==> src/rtl/tour_pkg.sv <==
// Shared types and constants for the Knight tour command sequencer.
package tour_pkg;

    localparam logic [3:0] OP_CAL     = 4'h2;
    localparam logic [3:0] OP_MOVE    = 4'h4;
    localparam logic [3:0] OP_FANFARE = 4'h5;

    localparam logic [7:0] POS_ACK = 8'hA5;

    typedef enum logic [2:0] {
        S_IDLE,
        S_POP,
        S_SEND,
        S_WAIT_SENT,
        S_WAIT_RESP,
        S_DONE,
        S_ERR
    } seq_state_t;

    typedef enum logic [1:0] {
        ERR_NONE    = 2'd0,
        ERR_NACK    = 2'd1,
        ERR_TIMEOUT = 2'd2,
        ERR_BADCMD  = 2'd3
    } err_code_t;

    function automatic logic is_valid_op(input logic [3:0] op);
        return (op == OP_CAL) || (op == OP_MOVE) || (op == OP_FANFARE);
    endfunction

endpackage

==> src/rtl/cmd_fifo.sv <==
// Synchronous command FIFO; pointers carry a wrap bit, flags are registered.
module cmd_fifo #(
    parameter int DEPTH = 16,
    parameter int W     = 16
) (
    input  logic         clk,
    input  logic         rst_n,
    input  logic         push,
    input  logic         pop,
    input  logic         flush,
    input  logic [W-1:0] din,
    output logic [W-1:0] dout,
    output logic         full,
    output logic         empty
);

    localparam int AW = $clog2(DEPTH);

    logic [W-1:0] mem [DEPTH];
    logic [AW:0]  wr_ptr, rd_ptr, wr_nxt, rd_nxt;
    logic         do_push, do_pop;

    assign do_push = push && !full;
    assign do_pop  = pop && !empty;

    always_comb begin
        wr_nxt = wr_ptr + (AW+1)'(do_push);
        rd_nxt = rd_ptr + (AW+1)'(do_pop);
    end

    always_ff @(posedge clk or negedge rst_n) begin
        if (!rst_n) begin
            wr_ptr <= '0;
            rd_ptr <= '0;
            full   <= 1'b0;
            empty  <= 1'b1;
        end else if (flush) begin
            wr_ptr <= '0;
            rd_ptr <= '0;
            full   <= 1'b0;
            empty  <= 1'b1;
        end else begin
            wr_ptr <= wr_nxt;
            rd_ptr <= rd_nxt;
            empty  <= (wr_nxt == rd_nxt);
            full   <= (wr_nxt[AW] != rd_nxt[AW]) && (wr_nxt[AW-1:0] == rd_nxt[AW-1:0]);
        end
    end

    // Storage is data only; it needs no reset.
    always_ff @(posedge clk) begin
        if (do_push)
            mem[wr_ptr[AW-1:0]] <= din;
    end

    assign dout = mem[rd_ptr[AW-1:0]];

endmodule

==> src/rtl/tour_cmd_seq.sv <==
// Queues Knight commands and issues them one at a time, waiting for a positive
// acknowledge (or a NACK / timeout / bad opcode) before moving on.
module tour_cmd_seq
    import tour_pkg::*;
#(
    parameter int DEPTH = 16,
    parameter int TMO_W = 26
) (
    input  logic        clk,
    input  logic        rst_n,
    input  logic        wr_cmd,
    input  logic [15:0] wr_data,
    output logic        full,
    output logic        empty,
    input  logic        start,
    input  logic        abort,
    output logic [15:0] cmd,
    output logic        send_cmd,
    input  logic        cmd_sent,
    input  logic        resp_rdy,
    input  logic [7:0]  resp,
    output logic        busy,
    output logic        done,
    output logic        err,
    output logic [1:0]  err_code,
    output logic [7:0]  n_acked
);

    // Counter runs 0 in SEND, so reaching this value means the next count is terminal.
    localparam logic [TMO_W-1:0] TMO_LAST = {{(TMO_W-1){1'b1}}, 1'b0};

    seq_state_t       state;
    err_code_t        ec;
    logic [TMO_W-1:0] tmo;
    logic [15:0]      fifo_dout;
    logic             fifo_pop;

    assign fifo_pop = (state == S_POP) && !abort;
    assign err_code = ec;

    cmd_fifo #(.DEPTH(DEPTH), .W(16)) u_fifo (
        .clk   (clk),
        .rst_n (rst_n),
        .push  (wr_cmd),
        .pop   (fifo_pop),
        .flush (abort),
        .din   (wr_data),
        .dout  (fifo_dout),
        .full  (full),
        .empty (empty)
    );

    always_ff @(posedge clk or negedge rst_n) begin
        if (!rst_n) begin
            state    <= S_IDLE;
            cmd      <= '0;
            send_cmd <= 1'b0;
            done     <= 1'b0;
            err      <= 1'b0;
            ec       <= ERR_NONE;
            n_acked  <= '0;
            busy     <= 1'b0;
            tmo      <= '0;
        end else begin
            send_cmd <= 1'b0;
            done     <= 1'b0;
            if (state inside {S_SEND, S_WAIT_SENT, S_WAIT_RESP})
                tmo <= tmo + TMO_W'(1);

            if (abort) begin
                state <= S_IDLE;
                busy  <= 1'b0;
                err   <= 1'b0;
                ec    <= ERR_NONE;
            end else begin
                case (state)
                    S_IDLE, S_ERR: begin
                        if (start) begin
                            n_acked <= '0;
                            err     <= 1'b0;
                            ec      <= ERR_NONE;
                            busy    <= 1'b1;
                            state   <= empty ? S_DONE : S_POP;
                            done    <= empty;
                        end
                    end
                    S_POP: begin
                        cmd <= fifo_dout;
                        if (is_valid_op(fifo_dout[15:12])) begin
                            state    <= S_SEND;
                            send_cmd <= 1'b1;
                            tmo      <= '0;
                        end else begin
                            state <= S_ERR;
                            err   <= 1'b1;
                            ec    <= ERR_BADCMD;
                        end
                    end
                    S_SEND: state <= S_WAIT_SENT;
                    S_WAIT_SENT: begin
                        if (cmd_sent) begin
                            state <= S_WAIT_RESP;
                        end else if (tmo >= TMO_LAST) begin
                            state <= S_ERR;
                            err   <= 1'b1;
                            ec    <= ERR_TIMEOUT;
                        end
                    end
                    // A response in the terminal-count cycle wins over the timeout.
                    S_WAIT_RESP: begin
                        if (resp_rdy) begin
                            if (resp == POS_ACK) begin
                                if (n_acked != 8'hFF)
                                    n_acked <= n_acked + 8'd1;
                                state <= empty ? S_DONE : S_POP;
                                done  <= empty;
                            end else begin
                                state <= S_ERR;
                                err   <= 1'b1;
                                ec    <= ERR_NACK;
                            end
                        end else if (tmo >= TMO_LAST) begin
                            state <= S_ERR;
                            err   <= 1'b1;
                            ec    <= ERR_TIMEOUT;
                        end
                    end
                    S_DONE: begin
                        state <= S_IDLE;
                        busy  <= 1'b0;
                    end
                    default: begin
                        state <= S_IDLE;
                        busy  <= 1'b0;
                    end
                endcase
            end
        end
    end

endmodule

==> config.mk <==
export PLATFORM = sky130hd
export DESIGN_NAME = tour_cmd_seq
export DESIGN_NICKNAME = d
export VERILOG_FILES = /design/src/rtl/tour_pkg.sv /design/src/rtl/cmd_fifo.sv /design/src/rtl/tour_cmd_seq.sv
export SDC_FILE = /design/constraint.sdc
export NUM_CORES = 1
export LEC_CHECK = 0
export ABC_AREA = 1
export BUFFER_PORTS_ARGS = -buffer_cell sky130_fd_sc_hd__buf_2
export CORE_MARGIN = 1
export CORE_UTILIZATION = 61
export CTS_BUF_LIST = sky130_fd_sc_hd__clkbuf_4 sky130_fd_sc_hd__clkbuf_8 sky130_fd_sc_hd__clkbuf_16
export CTS_CLUSTER_DIAMETER = 40
export DETAILED_ROUTE_END_ITERATION = 6
export PLACE_DENSITY = 0.79
export SLEW_MARGIN = 20
export SYNTH_ARGS = -nofsm -noshare
export SYNTH_HDL_FRONTEND = slang
export SYNTH_SLANG_ARGS = --single-unit
==> constraint.sdc <==
create_clock -name clk -period 3.2 [get_ports clk]
set_clock_uncertainty 0.15 [all_clocks]
set_input_delay 0.16 -clock clk [delete_from_list [all_inputs] [get_ports clk]]
set_output_delay 0.16 -clock clk [all_outputs]
set_load 0.02 [all_outputs]
==> results.json, run 1 <==
{
  "status": "finished, violations left",
  "violations": "design-rule violations",
  "synthCells": 1256,
  "hpwl_um": 18500,
  "post-synth-top-area-fraction_pct": 55.6,
  "finalCritPeriodShare_pct": 83.2,
  "postSynthAreaPerCell_sq_um": 11.0,
  "yosysWarnings": 0,
  "wire_per_inst_um": 19.3,
  "holdWs_ns": 0.0868,
  "worstPathRequired_ns": 3.46,
  "htreeDepth": 2,
  "antenna_left": 0,
  "max_stage_delay_ns": 0.61,
  "die_h_um": 153,
  "coreArea_sq_um": 22000,
  "pwr_density_cell_nw_per_um2": 666,
  "diodes": 0,
  "ys_ff_latch": 327,
  "cts.sinks": 327,
  "ios": 63,
  "fin_nets": 1398,
  "n_fill_cell": 1465,
  "drv_cap": 0,
  "synth-seq-area-share_pct": 68.4,
  "path_max_fanout": 31,
  "crit_top_cell": "nand2_1",
  "hold_path.class": "primary input to flip-flop",
  "drt_pass1_iterations": 7,
  "num_vias": 9742,
  "slew_headroom_pct": 35.8,
  "wirelength_um": 32200,
  "syn_nets": 1294,
  "endpoint_kind": "flip-flop",
  "port_buffers": 62,
  "multi_input_area_sq_um": 3780,
  "grt_pass1_vias": 9434,
  "yosysMostFrequentCell": "edfxtp_1",
  "synth_edf_count": 256,
  "finalSetupTns_ns": 0,
  "grt_pass1_wl_um": 50500,
  "finalHoldViolations": 0,
  "worstPathCellList": "inv_2 > nor2_2 > nand3_1 > nand2_1 > nor2_1 > nand2_1 > nand2_1 > nand2_1 > nand2_1 > nand3_1 > buf_4 > nand2_1 > nand2_1 > nand2_1",
  "yosys-top-cells-count": "edfxtp_1 (256), nand2_1 (233), nor2_1 (195), o21ai_0 (122), inv_1 (88)",
  "area_growth_pct": 16.4,
  "die_x_um": 153,
  "clk_latency_ns": 0.55,
  "synth_cell_type_count": 42,
  "cts-root-buf": "clkbuf_16",
  "worstSetupPathType": "flip-flop to flip-flop",
  "cts_made_buffers": 39,
  "maxSlewViolCount": 0,
  "core.rowCount": 54,
  "antenna_found_initial": 0,
  "cts.clk_slew.worst_paths_ns": 0.06,
  "p_total_uw": 10700,
  "final_cell_area_sq_um": 16100,
  "syn_area_sq_um": 13800,
  "setup_viol": 0,
  "tightest_slew_ns": 0.963,
  "cts_tree": "done",
  "rsz0062_at_grt": "no",
  "synthFlopType": "edfxtp_1",
  "critPathLaunchType": "flip-flop",
  "ys_top_cells_by_area": "edfxtp_1 (56%), dfrtp_1 (13%), nand2_1 (6.3%)",
  "fmax_mhz": 376,
  "final_util_pct": 73.1,
  "post_cts_resized": 0,
  "placed_cell_area_sq_um": 14600,
  "via_per_inst": 5.83,
  "p_leak_uw": 0.00646,
  "drt_iter0_markers": 1087,
  "die_area_sq_um": 23300,
  "cp_slowest_cell": "dfrtp_1",
  "grt_overflow": 0,
  "ys_async_sr_fraction_pct": 21.7,
  "grt_max_degree": 123,
  "clk_path_buf_depth": 3,
  "peakVddDrop_v": 0.000462,
  "drive_gt1_share_pct": 15.0,
  "min_period_ns": 2.66,
  "drc": 9,
  "yosys.area.top_type": "edfxtp_1",
  "critPathArrivalTime_ns": 2.93,
  "place_congestion": 0.878,
  "track_usage_pct": 28.2,
  "start_util_pct": 62.8,
  "regArea_sq_um": 9470
}
stage by stage:
step	setup WS (ns)	instances
floorplan	0.750	1256
global placement	0.701	1576
detailed placement	0.610	1576
CTS	0.555	1671
global route	0.269	1671
finish	0.538	1671
layout make-up:
class	count	share of cell area (%)
Sequential cell	327	58.8
Multi-Input combinational cell	773	23.5
Clock buffer	51	6.70
Timing Repair Buffer	119	5.03
Inverter	100	2.34
Tap cell	280	2.18
Clock inverter	21	1.50
routing by layer:
metal | up-vias | track usage, % | part of all wire [%]
li1 | 4537 | - | -
met1 | 4675 | 38.5 | 40
met2 | 470 | 45.5 | 49
met3 | 60 | 5.12 | 9.1
met4 | 0 | 10.5 | 2.2
met5 | - | 0 | 0
kinds of logic (layout without fill, tap and decap cells):
logic type               count (synthesis)  after routing  share of synthesized area [%]
XOR/XNOR                                30             30                           1.90
flip-flops                             327            327                           68.4
AO/OA/AOI/OAI                          202            202                           8.51
buffers and inverters                  156            291                           4.51
AND/OR/NAND/NOR                        534            534                           16.0
adder cells (fa/ha/maj)                  7              7                          0.633
timing repair:
action | CTS | global route
hold buffers | 23 | 0
buffers inserted | 0 | 0
setup endpoints to repair | 0 | 0
endpoints found under the hold margin | 344 | 0
placed cells by master (no fill, tap or decap), types with 34 or more instances in the layout:
cell | Yosys | routed
buf_2 | 25 | 61
nor2_1 | 195 | 181
o21ai_0 | 122 | 122
nand3_1 | 55 | 55
dfrtp_1 | 70 | 69
inv_1 | 88 | 88
edfxtp_1 | 256 | 256
nand2_1 | 233 | 233
clkbuf_16 | 0 | 39
buf_4 | 2 | 34
final timing paths:
kind | from | end | slack (ns) | cells after the start
worst max-delay path | u_fifo.rd_ptr[2]$_DFF_PN0_ | err_code[1]$_DFFE_PN0P_ | 0.54 | 14
worst min-delay path | resp[1] | state[2]$_DFFE_PN0P_ | 0.09 | 9
worst max register to register | u_fifo.rd_ptr[2]$_DFF_PN0_ | err_code[1]$_DFFE_PN0P_ | 0.54 | 14
worst min register to register | cmd[6]$_DFFE_PN0N_ | cmd[6]$_DFFE_PN0N_ | 0.33 | 2
max in group asynchronous | rst_n | u_fifo.rd_ptr[0]$_DFF_PN0_ | 2.01 | 2
min in group asynchronous | rst_n | n_acked[3]$_DFFE_PN0P_ | 0.17 | 2
power by group:
group	switching, uW	leakage [uW]	total (uW)	internal, uW
registers	162	0.00326	4970	4810
clock network	1750	0.000645	4420	2670
logic	917	0.00256	1340	421
registers in the layout (all words and copies together) (netlist names):
register / count
u_fifo.mem: 256
tmo: 26
cmd: 16
n_acked: 8
u_fifo.rd_ptr: 5
u_fifo.wr_ptr: 5
state: 3
err_code: 2
busy: 1
done: 1
err: 1
send_cmd: 1
u_fifo.empty: 1
u_fifo.full: 1
critical path, delay by kind of cell (launching register included):
kind | cells | cell delay, ns
flip-flops | 1 | 0.61
AND/OR/NAND/NOR | 12 | 1.38
buffers and inverters | 2 | 0.39
(Power assumes the default switching activity.)
==> inputs of run 2 (changes only) <==
Settings changed: ABC_AREA 1 to 0.
Clock period 3.2 ns to 2.6 ns, I/O delays scaled along.
==> results.json, run 2 <==
{
  "yosys.area.top_type": "edfxtp_1",
  "pwr_density_cell_nw_per_um2": 813,
  "yosysMostFrequentCell": "edfxtp_1",
  "synth_adder_area_share_pct": 0.724,
  "ys_ff_latch": 327,
  "clk_latency_ns": 0.52,
  "wirelength_um": 29600,
  "die_h_um": 151,
  "htreeDepth": 2,
  "cts.clk_slew.worst_paths_ns": 0.06,
  "finalCritPeriodShare_pct": 97.9,
  "antenna_found_initial": 0,
  "maxSlewViolCount": 0,
  "ys_async_sr_fraction_pct": 21.7,
  "start_util_pct": 62.0,
  "largest_reg_flops": 256,
  "placed_cell_area_sq_um": 14400,
  "synth_compound_area_share_pct": 4.83,
  "holdWs_ns": 0.101,
  "worstPathRequired_ns": 2.86,
  "drt_pass1_iterations": 5,
  "tightest_slew_ns": 0.833,
  "setup_ws_ns": 0.0548,
  "post-synth-top-area-fraction_pct": 57.0,
  "drc": 0,
  "internal_power_uw": 9760,
  "finalSetupTns_ns": 0,
  "layout_commonest_cell": "edfxtp_1",
  "ios": 63,
  "via_per_inst": 6.21,
  "finalHoldViolations": 0,
  "critPathArrivalTime_ns": 2.81,
  "area_growth_pct": 19.2,
  "synthFlopType": "edfxtp_1",
  "yosys.area_share.simple_pct": 7.75,
  "p_leak_uw": 0.00566,
  "slew_headroom_pct": 44.5,
  "synth_cell_type_count": 61,
  "critPathLaunchType": "flip-flop",
  "endpoint_kind": "flip-flop",
  "coreArea_sq_um": 21800,
  "seqPwrFrac_pct": 48.6,
  "wire_per_inst_um": 23.3,
  "grt_pass1_vias": 7612,
  "peakVddDrop_v": 0.000747,
  "cts_made_buffers": 39,
  "clk_path_buf_depth": 3,
  "mostFrequentLayoutCells": "edfxtp_1 (256), dfrtp_1 (68), buf_2 (61), mux4_2 (53)",
  "antenna_left": 0,
  "synthMuxAreaShare_pct": 11.6,
  "core.rowCount": 54,
  "pre_cts_slack_ns": 0.0489,
  "grt_overflow": 0,
  "status": "completed",
  "cts.sinks": 327,
  "die_x_um": 151,
  "postSynthAreaPerCell_sq_um": 16.6,
  "grt_max_degree": 63,
  "p_sw_share_pct": 25.3,
  "netSwitchingPower_uw": 3300,
  "yosys-top-cells-count": "edfxtp_1 (256), dfrtp_1 (70), nor2_1 (59), mux4_2 (53), nand2_1 (44)",
  "fin_nets": 998,
  "final_cell_area_sq_um": 16100,
  "synth_top_family_by_area": "multiplexers",
  "n_fill_cell": 1268,
  "drive_gt1_share_pct": 29.2,
  "place_congestion": 0.869,
  "min_period_ns": 2.55,
  "die_area_sq_um": 22700,
  "grt_pass1_wl_um": 43700,
  "track_usage_pct": 26.9,
  "synth_edf_count": 256,
  "yosysWarnings": 0,
  "cts-root-buf": "clkbuf_16",
  "p_clk_share_pct": 39.8,
  "hold_path.class": "primary input to async pin",
  "port_buffers": 62,
  "path_max_fanout": 10,
  "cts_tree": "done",
  "fmax_mhz": 393,
  "synthCells": 814,
  "synth-seq-area-share_pct": 70.2,
  "synth-xor-area-share_pct": 2.66,
  "final_util_pct": 73.8,
  "drv_cap": 0,
  "syn_area_sq_um": 13500,
  "diodes": 0,
  "syn_nets": 852,
  "worstSetupPathType": "flip-flop to flip-flop",
  "combPwrFrac_pct": 11.6,
  "ys_top_cells_by_area": "edfxtp_1 (57%), dfrtp_1 (13%), mux4_2 (8.9%)",
  "drt_iter0_markers": 687,
  "num_vias": 7880,
  "setup_viol": 0,
  "hpwl_um": 16900
}
run 2: timing repair:
| action | 4_1_cts | 5_1_grt |
|---|---|---|
| hold endpoints to repair | 333 | 0 |
| buffers inserted | 0 | 8 |
| hold buffers | 22 | 0 |
| setup endpoints to repair | 0 | 31 |
| resized for setup | 0 | 17 |
run 2: logic make-up after synthesis:
family	Yosys count
xor+xnor	41
mux	87
buf+inv	51
compound gates	97
flops	327
fa+ha+maj	8
simple gates	203
run 2: routing by layer:
metal  track usage [%]  part of all wire, %  up-vias  routed length, um
met5                 0                    0        -                  0
met4              10.2                  3.3        0                962
met3              5.61                  8.7       78               2580
met2              43.1                   49      385              14500
met1              36.5                   39     3954              11500
li1                  -                    -     3463                  -
run 2: area by class of cell:
class / instances / area (sq um) / share of cell area [%]
Clock buffer: 47 / 1080 / 6.71
Clock inverter: 23 / 180 / 1.12
Inverter: 11 / 41.3 / 0.257
Multi-Input combinational cell: 436 / 3800 / 23.7
Sequential cell: 327 / 9470 / 59.0
Tap cell: 280 / 350 / 2.18
Timing Repair Buffer: 145 / 1140 / 7.09
run 2: per-stage QoR:
| step | instances | power, uW |
|---|---|---|
| detailed placement | 1167 | 7880 |
| CTS | 1259 | 13100 |
| floorplan | 814 | 7350 |
| global placement | 1167 | 7810 |
| finish | 1269 | 13100 |
| global route | 1269 | 13500 |
run 2: final timing paths:
kind / from / to / slack, ns / cells after the start
max: u_fifo.rd_ptr[0]$_DFF_PN0_ / tmo[0]$_DFF_PN0_ / 0.05 / 10
min: rst_n / send_cmd$_DFF_PN0_ / 0.10 / 2
max reg2reg: u_fifo.rd_ptr[0]$_DFF_PN0_ / tmo[0]$_DFF_PN0_ / 0.05 / 10
min reg2reg: cmd[9]$_DFFE_PN0N_ / cmd[9]$_DFFE_PN0N_ / 0.33 / 2
max in group asynchronous: rst_n / cmd[9]$_DFFE_PN0N_ / 1.51 / 3
min in group clk: resp[1] / state[0]$_DFFE_PN0P_ / 0.13 / 7
run 2: power by group through the flow:
stage	registers (uW)	logic [uW]	clock network [uW]
final	6350	1510	5200
after global routing	6400	1660	5460
after CTS	6350	1480	5260
after detailed placement	6450	1430	0
after global placement	6430	1390	0
after floorplan	6540	809	0
run 2: worst max-delay path: stages (launching register included):
cell and delay (ns):
dfrtp_4 0.54, buf_8 0.17, buf_6 0.16, mux2i_1 0.15
a221oi_2 0.29, o21ai_0 0.14, nand2_1 0.13, mux2i_2 0.24
and2_4 0.24, buf_6 0.16, nor2_1 0.06
==> inputs of run 3 (changes only) <==
Settings changed: CTS_CLUSTER_SIZE from default to 16, MAX_ROUTING_LAYER from default to met4, SETUP_SLACK_MARGIN from default to 0.2.
==> results.json, run 3 (synthesis gave the netlist of run 2 again) <==
{
  "pre_cts_slack_ns": -0.0429,
  "setup_ws_ns": 0.0152,
  "core.rowCount": 54,
  "worstPathRequired_ns": 2.85,
  "setup_viol": 0,
  "wirelength_um": 30300,
  "start_util_pct": 62.0,
  "die_x_um": 151,
  "min_period_ns": 2.58,
  "antenna_left": 0,
  "final_cell_area_sq_um": 16400,
  "n_fill_cell": 1216,
  "endpoint_kind": "flip-flop",
  "die_h_um": 151,
  "drv_cap": 0,
  "finalHoldViolations": 0,
  "fin_nets": 1003,
  "area_growth_pct": 21.6,
  "rsz0062_at_grt": "yes",
  "dpl.cell_count": 1169,
  "wire_per_inst_um": 23.8,
  "regToRegSetupSlack_ns": 0.02,
  "ios": 63,
  "cts_made_buffers": 38,
  "cts.clk_slew.worst_paths_ns": 0.06,
  "maxSlewViolCount": 0,
  "grt_pass1_wl_um": 45200,
  "track_usage_pct": 28.6,
  "violations": "design-rule violations",
  "p_leak_uw": 0.00573,
  "hpwl_um": 16900,
  "num_vias": 7970,
  "r2r-end": "tmo[12]$_DFF_PN0_",
  "drive_gt1_share_pct": 32.9,
  "grt_pass1_vias": 8037,
  "port_buffers": 62,
  "grt_max_degree": 72,
  "multi_input_area_sq_um": 3970,
  "final_cells": 1273,
  "clk_latency_ns": 0.53,
  "via_per_inst": 6.26,
  "finalCritPeriodShare_pct": 99.4,
  "whs_endpoint": "done$_DFF_PN0_",
  "peakVddDrop_v": 0.000615,
  "startpoint": "u_fifo.rd_ptr[0]$_DFF_PN0_",
  "clk_path_buf_depth": 3,
  "pwr_density_cell_nw_per_um2": 829,
  "path_max_fanout": 8,
  "diodes": 0,
  "critPathLaunchType": "flip-flop",
  "layout_commonest_cell": "edfxtp_1",
  "coreArea_sq_um": 21800,
  "drt_pass1_iterations": 7,
  "drt_iter0_markers": 695,
  "slew_headroom_pct": 33.2,
  "critPathArrivalTime_ns": 2.83,
  "place_congestion": 0.856,
  "cts_tree": "done",
  "min-delay-start": "resp[2]",
  "die_area_sq_um": 22700,
  "largest_reg_flops": 256,
  "regArea_sq_um": 9470,
  "drc": 1,
  "holdWs_ns": 0.0989,
  "mostFrequentLayoutCells": "edfxtp_1 (256), dfrtp_1 (68), buf_2 (61), mux4_2 (54), buf_4 (52)",
  "worstHoldPathCells": 7,
  "cts.sinks": 327,
  "fmax_mhz": 387,
  "hold_path.class": "primary input to flip-flop",
  "tightest_slew_ns": 1.00,
  "worstRegToRegCells": 11,
  "htreeDepth": 2,
  "worstSetupPathType": "flip-flop to flip-flop",
  "timing.rr.start": "u_fifo.rd_ptr[0]$_DFF_PN0_",
  "cts-root-buf": "clkbuf_16",
  "antenna_found_initial": 0,
  "placed_cell_area_sq_um": 14400,
  "grt_overflow": 0,
  "final_util_pct": 75.4,
  "status": "finished, violations left"
}
-- run 3: worst max-delay path by stage --
| stage | end | cells past startpoint |
|---|---|---|
| after global placement | cmd[11]$_DFFE_PN0N_ | 6 |
| after detailed placement | cmd[6]$_DFFE_PN0N_ | 6 |
| after floorplan | u_fifo.mem[12][0]$_DFFE_PP_ | 3 |
| final | tmo[12]$_DFF_PN0_ | 11 |
| after global routing | tmo[0]$_DFF_PN0_ | 11 |
| after CTS | tmo[1]$_DFF_PN0_ | 10 |
-- run 3: power breakdown --
part	internal (uW)	total (uW)	switching (uW)
registers	6030	6360	332
clock network	3310	5570	2260
logic	729	1660	931
total	10100	13600	3520
-- run 3: worst max-delay path: stages, from the launching register on --
cell	delay (ns)
dfrtp_4	0.51
buf_8	0.15
buf_6	0.11
mux4_2	0.43
a22oi_2	0.16
and3_4	0.21
nand2_2	0.05
mux2i_2	0.18
and2_4	0.21
buf_12	0.12
buf_12	0.15
nor2_4	0.04
-- run 3: what timing repair did --
item / CTS / global route
endpoints found under the hold margin: 344 / 0
cloned: 2 / 0
hold buffers: 21 / 0
setup endpoints to repair: 43 / 45
pin swaps: 23 / 13
buffers inserted: 9 / 4
resized for setup: 38 / 33
-- run 3: routing by layer --
layer / vias up / share of wire (%) / track usage [%]
met1: 3999 / 39 / 36.6
li1: 3460 / - / -
met2: 417 / 49 / 45.3
met4: 0 / 3.7 / 13.1
met5: - / 0 / -
met3: 94 / 8.3 / 5.03
-- run 3: stage by stage --
stage,power [uW],TNS [ns]
after floorplan,7360,0
after global placement,7810,0
after detailed placement,7860,-0.0429
after CTS,13500,0
after global routing,14000,-2.10
final,13600,0
-- run 3: layout make-up --
class	instances	area share [%]
multi-input cells	436	24.2
clock buffers	39	5.88
flip-flops and latches	327	57.8
inverters	11	0.252
well taps	280	2.14
clock inverters	29	2.30
repair buffers	151	7.43
